**src/rtl/snoop_resp_pkg.sv**
```systemverilog
// snoop_resp_pkg: shared state type and default parameters for the snoop response combiner
package snoop_resp_pkg;
  typedef enum logic {
    COLLECT = 1'b0,
    SEND    = 1'b1
  } state_t;
  localparam int DEF_NUM_PORTS      = 4;
  localparam int DEF_DATA_W         = 8;
  localparam int DEF_TIMEOUT_CYCLES = 256;
endpackage

```
**src/rtl/snoop_resp_timeout_ctr.sv**
```systemverilog
// snoop_resp_timeout_ctr: collection watchdog, armed by the first response, cleared when the combined response is issued
module snoop_resp_timeout_ctr
  import snoop_resp_pkg::*;
#(
  parameter int TIMEOUT_CYCLES = DEF_TIMEOUT_CYCLES
) (
  input  logic aclk,
  input  logic aresetn,
  input  logic i_start,
  input  logic i_clear,
  output logic o_expire
);
  localparam int CW = $clog2(TIMEOUT_CYCLES);
  logic          r_run;
  logic [CW-1:0] r_cnt;
  assign o_expire = r_run && (r_cnt == CW'(TIMEOUT_CYCLES - 1));
  // clear beats start so a transaction finishing on its first handshake never arms the counter
  always_ff @(posedge aclk or negedge aresetn) begin
    if (!aresetn) begin
      r_run <= 1'b0;
      r_cnt <= '0;
    end else if (i_clear) begin
      r_run <= 1'b0;
      r_cnt <= '0;
    end else if (i_start) begin
      r_run <= 1'b1;
      r_cnt <= '0;
    end else if (r_run && !o_expire) begin
      r_cnt <= r_cnt + 1'b1;
    end
  end
endmodule

```
**src/rtl/snoop_resp_or_combiner.sv**
```systemverilog
// snoop_resp_or_combiner: OR-combines one response per enabled snoop port into a single handshaked word
// Optional collection timeout enabled by defining SNOOP_RESP_OR_COMBINER_TIMEOUT_EN.
module snoop_resp_or_combiner
  import snoop_resp_pkg::*;
#(
  parameter int NUM_PORTS      = DEF_NUM_PORTS,
  parameter int DATA_W         = DEF_DATA_W,
  parameter int TIMEOUT_CYCLES = DEF_TIMEOUT_CYCLES
) (
  input  logic                        aclk,
  input  logic                        aresetn,
  input  logic [NUM_PORTS-1:0]        port_en,
  input  logic [NUM_PORTS-1:0]        in_valid,
  output logic [NUM_PORTS-1:0]        in_ready,
  input  logic [NUM_PORTS*DATA_W-1:0] in_data,
  output logic                        out_valid,
  input  logic                        out_ready,
  output logic [DATA_W-1:0]           out_data,
  output logic                        out_timeout,
  output logic [NUM_PORTS-1:0]        out_missing
);
  if (NUM_PORTS < 2 || DATA_W < 1 || TIMEOUT_CYCLES < 2) begin : g_bad_cfg
    $error("snoop_resp_or_combiner: invalid parameter set");
  end
  state_t               r_state, w_state_nxt;
  logic [DATA_W-1:0]    r_acc, w_or;
  logic [NUM_PORTS-1:0] r_got, w_fire, w_got_nxt;
  logic                 w_collect, w_done, w_expire, w_to_send, w_send_fire;
  assign w_collect   = r_state == COLLECT;
  assign in_ready    = w_collect ? port_en & ~r_got : '0;
  assign w_fire      = in_valid & in_ready;
  assign w_got_nxt   = r_got | w_fire;
  assign w_done      = w_collect && (&(w_got_nxt | ~port_en)) && (|port_en);
  assign w_to_send   = w_done || w_expire;
  assign out_valid   = r_state == SEND;
  assign w_send_fire = out_valid && out_ready;
  assign out_data    = r_acc;
  // merge every word accepted this cycle, regardless of how many ports fire together
  always_comb begin
    w_or = '0;
    for (int i = 0; i < NUM_PORTS; i++)
      w_or = w_or | (w_fire[i] ? in_data[i*DATA_W +: DATA_W] : '0);
  end
  // leave COLLECT once all required ports are in (or the watchdog fires), leave SEND on consumption
  always_comb begin
    w_state_nxt = r_state;
    if (w_collect) w_state_nxt = w_to_send ? SEND : COLLECT;
    else           w_state_nxt = out_ready ? COLLECT : SEND;
  end
  // state, accumulator and contribution mask; acc/got hold still in SEND because no port can fire there
  always_ff @(posedge aclk or negedge aresetn) begin
    if (!aresetn) begin
      r_state <= COLLECT;
      r_acc   <= '0;
      r_got   <= '0;
    end else begin
      r_state <= w_state_nxt;
      if (w_send_fire) begin
        r_acc <= '0;
        r_got <= '0;
      end else begin
        r_acc <= r_acc | w_or;
        r_got <= w_got_nxt;
      end
    end
  end
`ifdef SNOOP_RESP_OR_COMBINER_TIMEOUT_EN
  logic                 w_start, w_expire_raw, r_timeout;
  logic [NUM_PORTS-1:0] r_missing;
  assign w_start  = w_collect && (|w_fire) && (r_got == '0);
  assign w_expire = w_collect && w_expire_raw;
  snoop_resp_timeout_ctr #(
    .TIMEOUT_CYCLES(TIMEOUT_CYCLES)
  ) u_timeout_ctr (
    .aclk    (aclk),
    .aresetn (aresetn),
    .i_start (w_start),
    .i_clear (w_to_send),
    .o_expire(w_expire_raw)
  );
  // a forced response records which enabled ports never answered; a real completion in the same cycle wins
  always_ff @(posedge aclk or negedge aresetn) begin
    if (!aresetn) begin
      r_timeout <= 1'b0;
      r_missing <= '0;
    end else if (w_send_fire) begin
      r_timeout <= 1'b0;
      r_missing <= '0;
    end else if (w_expire && !w_done) begin
      r_timeout <= 1'b1;
      r_missing <= port_en & ~w_got_nxt;
    end
  end
  assign out_timeout = r_timeout;
  assign out_missing = r_missing;
`else
  assign w_expire    = 1'b0;
  assign out_timeout = 1'b0;
  assign out_missing = '0;
`endif
endmodule

```
**config.mk**
```make
export PLATFORM = sky130hd
export DESIGN_NAME = snoop_resp_or_combiner
export DESIGN_NICKNAME = d
export VERILOG_FILES = /design/src/rtl/snoop_resp_pkg.sv /design/src/rtl/snoop_resp_timeout_ctr.sv /design/src/rtl/snoop_resp_or_combiner.sv
export SDC_FILE = /design/constraint.sdc
export NUM_CORES = 1
export LEC_CHECK = 0
export CAP_MARGIN = 25
export CORE_MARGIN = 2
export CORE_UTILIZATION = 28
export DETAILED_ROUTE_END_ITERATION = 10
export PLACE_DENSITY = 0.69
export SYNTH_ARGS = -nofsm -noshare
export SYNTH_HDL_FRONTEND = slang
export SYNTH_HIERARCHICAL = 1
export SYNTH_SLANG_ARGS = --single-unit
```
**constraint.sdc**
```tcl
create_clock -name aclk -period 1.4 [get_ports aclk]
set_input_delay 0.28 -clock aclk [delete_from_list [all_inputs] [get_ports aclk]]
set_output_delay 0.28 -clock aclk [all_outputs]
set_load 0.02 [all_outputs]
```
After elaboration in Yosys (flattened, before gate mapping)
Cells that the tools add are included.

word-level totals
  RAM bits = 0
  memories kept = 0
  bits in read-only memories = 0
  bits in latches = 0
  output and inout port bits = 18
  register bits = 13
  bits of input ports = 43
  logic and storage cells = 29

cells by class
  mux-type cells = 10
  bitwise operators = 11
  $lt $le $gt $ge = 0
  reductions and logical operators = 5
  eq/ne operators = 0
  $mul = 0
  divide/modulo/power cells = 0
  add/sub/neg operators = 0
  shift-type cells = 0

operator list
  operator           number
  $mux 8             5
  $or 8x8->8         4
  $and 4x4->4        2
  $mux 4             2
  $not 4->4          2
  $or 4x4->4         2
  $reduce_and 4->1   1
  $reduce_or 4->1    1
  $logic_and 1x1->1  3
  $mux 1             3
  $not 1->1          1

Logic depth before layout (Yosys ltp)
  depth in word-level cells = 11
  depth in mapped cells = 5
  gate-level depth less buffers = 3

Least setup slack after synthesis
Ideal clock, no wire load.

  kind = register -> register
  start = register r_state, in the netlist out_valid
  end = register r_state, in the netlist out_valid
  setup time = 104 ps
  stages on the path, launching flop included = 5
  period minus slack after synthesis = 1372 ps
  path buffers = 1
  slack = 28 ps
  data required time = 1296 ps
  data arrival time = 1268 ps
  cells stage by stage = dfrtp_1 -> buf_6 -> nand2b_1 -> a311o_1 -> o41ai_2

on the way
  cells in the longest elaborated chain, start to end = 9
  elaborated cells on any way between the ends = 10
  those cells by class = mux (3); bitwise (4); reduce/logical (3)

RTL lines
  what                            line                          text
  start: declaration              snoop_resp_or_combiner.sv:25  state_t r_state, w_state_nxt;
  start signal: assignment        snoop_resp_or_combiner.sv:57  r_state <= w_state_nxt;
  $mux 4                          snoop_resp_or_combiner.sv:30  assign in_ready = w_collect ? port_en & ~r_got : '0;
  $and 4x4->4                     snoop_resp_or_combiner.sv:31  assign w_fire = in_valid & in_ready;
  $or 4x4->4                      snoop_resp_or_combiner.sv:32  assign w_got_nxt = r_got | w_fire;
  $or 4x4->4                      snoop_resp_or_combiner.sv:33  assign w_done = w_collect && (&(w_got_nxt | ~port_en)) && (|port_en);
  $reduce_and 4->1                snoop_resp_or_combiner.sv:33
  $logic_and 1x1->1 (2 in a row)  snoop_resp_or_combiner.sv:33
  $mux 1                          snoop_resp_or_combiner.sv:47  if (w_collect) w_state_nxt = w_to_send ? SEND : COLLECT;
  $mux 1 (*)                      snoop_resp_or_combiner.sv:47
  named net w_state_nxt           snoop_resp_or_combiner.sv:25

Mark *: on every way through the listed nets, which the timed path passes. The rest lies on a longest branch.

Worst setup path after layout
  start = register r_state, in the netlist out_valid
  end = output in_ready[3]

on the way
  cells in the longest elaborated chain, start to end = 1

RTL lines
  what              line                          text
  $mux 4            snoop_resp_or_combiner.sv:30
  end: declaration  snoop_resp_or_combiner.sv:14  output logic [NUM_PORTS-1:0] in_ready,

No other way between the ends.

==> out/metrics.cfg <==
[placement]
dpl-instance-area_um2 = 1478
dp_hpwl_mm = 2.177
io_buffers = 55
place_congestion = 0.7531

[synthesis]
synth_edf_count = 0
ys_seq_elements = 13
syn_inst = 87
async_reset_ff_share_pct = 100.0
synth_area_leader_cell = dfrtp_1
synth_top_area_share_pct = 40.88
yosys-top-cells-area = dfrtp_1, a22oi_1, a31oi_1
syn-cell-area_um2 = 795.8
ys.flop_type = dfrtp_1
avgSynthCellArea_um2 = 9.147
ys_seq_area_share_pct = 40.88
yosys_warnings = 6
synth_cell_types = 26

[worst_setup_path]
end_kind = output pin
worstSetupPathType = flop to output pin
start_kind = flop
cp_max_fo = 5
cp.arrival_ns = 1.08
required_ns = 1.12

[power]
leakage_nw = 0.6808
peakVddDrop_v = 0.001044
power_density_nw_per_um2 = 1535

[layout]
drive_gt1_share_pct = 22.50
area.growth.synth_to_final_pct = 90.57
stdcell_area_um2 = 1516
nNetsFinal = 204
insertedDiodeCount = 0

[clock_network]
root_buffer = clkbuf_4
clk_pin_slew_ns = 0.08
clk_path_buf_depth = 2
cts_hold_buf = 0
htree_levels = 1
cts_sinks = 13
worstSkewPairLatency_ns = 0.28
numCtsBuffers = 3
cts_tree = done

[sta]
fmax_mhz = 737.9
whs_ns = 0.3014
finalSetupViolations = 0
post-route-period-util_pct = 96.80
min_period_ns = 1.355
fin_tns_setup_ns = 0
slew_viol_final = 0
finalHoldViolCount = 0
fin_skew_ns = 0.0005899

[global_route]
first_global_vias = 972
grt-ovfl-total = 0
grt_antenna_before_repair = 0
grt_max_degree = 14
grtUsageTotal_pct = 17.43
grt_pass1_wl_mm = 4.402

[floorplanning]
initial_utilization_pct = 29.11
rows = 19
ios = 61
dieHeight_um = 57.31
core_um2 = 2734
die_x_um = 57.31
die_area_um2 = 3284

[status]
status = finished, final reports clean

[route]
routed_via_density = 5.068
first_pass_iters = 4
routed_wirelength_mm = 2.784
drt_iter0_drc = 26
wl_per_cell_um = 14.58
ant_nets = 0
num_vias = 968
drc_errors = 0

[worst_hold_path]
holdCritPathClass = primary input to async pin

[run]
drv_cap = 0

## per-layer routing
metal	GRT usage (%)	wire (um)	vias up
li1	-	-	464
met1	19.49	1083	465
met2	33.17	1522	37
met3	4.082	151	2
met4	3.987	27	0
met5	0	0	-
## worst max-delay path, cell delays in order (launching register included)
cell and delay, ns:
dfrtp_1 0.41, inv_2 0.10, and3_1 0.14, buf_2 0.15
## power by group
group          leakage, nW  internal [mW]  switching [mW]  total, mW
logic                0.507          0.745           0.691       1.44
registers            0.159          0.557          0.0953      0.652
clock network       0.0150          0.110           0.129      0.240
## layout make-up
cell class                      instances  area [um^2]
Fill cell                             272         1217
Multi-Input combinational cell         62        421.7
Inverter                                5        18.77
Tap cell                               31        38.79
Sequential cell                        13        325.3
Timing Repair Buffer                   76        685.7
Clock buffer                            4        26.28
## metrics by stage
stage                     utilization [%]  std cells  setup WS (ns)  total power, mW
after floorplan                         -         91        0.02802            1.373
after global placement              54.05        185        -0.3742            2.079
after detailed placement            54.05        185        -0.3943            2.124
after CTS                           54.10        189       0.009018            2.273
after global routing                55.47        191      -0.006716            2.487
final                               55.47        191        0.04476            2.328
## sequential cells by signal (all words and copies together) (netlist names)
| register | count |
|---|---|
| r_got | 4 |
| out_data | 8 |
| out_valid | 1 |
## cells by family (layout without fill, tap and decap cells)
logic type | count (synthesis) | after routing | share of synthesized area (%)
AO/OA/AOI/OAI | 33 | 33 | 27.20
buffers and inverters | 16 | 85 | 11.32
flip-flops | 13 | 13 | 40.88
other | 1 | 5 | 0.4712
AND/OR/NAND/NOR | 24 | 24 | 20.13
## layout by cell type, fill, tap and decap left out
master            n
or2b_1            1
and4bb_4          2
conb_1            5
inv_2             1
o41ai_2           1
buf_4            21
clkbuf_4          3
a22oi_1           8
a21oi_1          11
and4bb_1          1
buf_2             3
a31oi_1           9
nor3b_1           3
clkdlybuf4s50_1  42
and2_2            1
nor4bb_4          1
buf_6             2
inv_1             4
dfrtp_1          13
nand2_1           8
clkbuf_1          1
nor2_1            1
and3_1            4
nand2b_4          1
dlygate4sd2_1     8
a311o_1           1
nor4_1            1
o22ai_1           3
## synthesized netlist by cell type, types with 2 or more instances
cell      count
buf_4         5
dfrtp_1      13
a31oi_1       9
and4bb_1      2
o22ai_1       3
nand2_1       8
and3_1        4
inv_1         5
buf_2         2
a21oi_1      11
a22oi_1       8
nor3b_1       3
## worst paths after layout
kind	start	to	slack [ns]	depth (start not counted)
worst min-delay path	aresetn	r_got[3]	0.30	2
worst min register to register	r_got[0]	r_got[0]	0.58	2
min in group aclk	in_data[28]	out_data[4]	0.56	3
worst max-delay path	out_valid	in_ready[3]	0.04	3
max in group asynchronous	aresetn	out_data[6]	0.93	2
worst max register to register	out_valid	out_valid	0.05	4
## what timing repair did
item,CTS,global route
setup buffers,0,2
pin swaps,0,3
gates resized for setup,30,7
endpoints found under the setup margin,20,13
(Power assumes the default switching activity.)
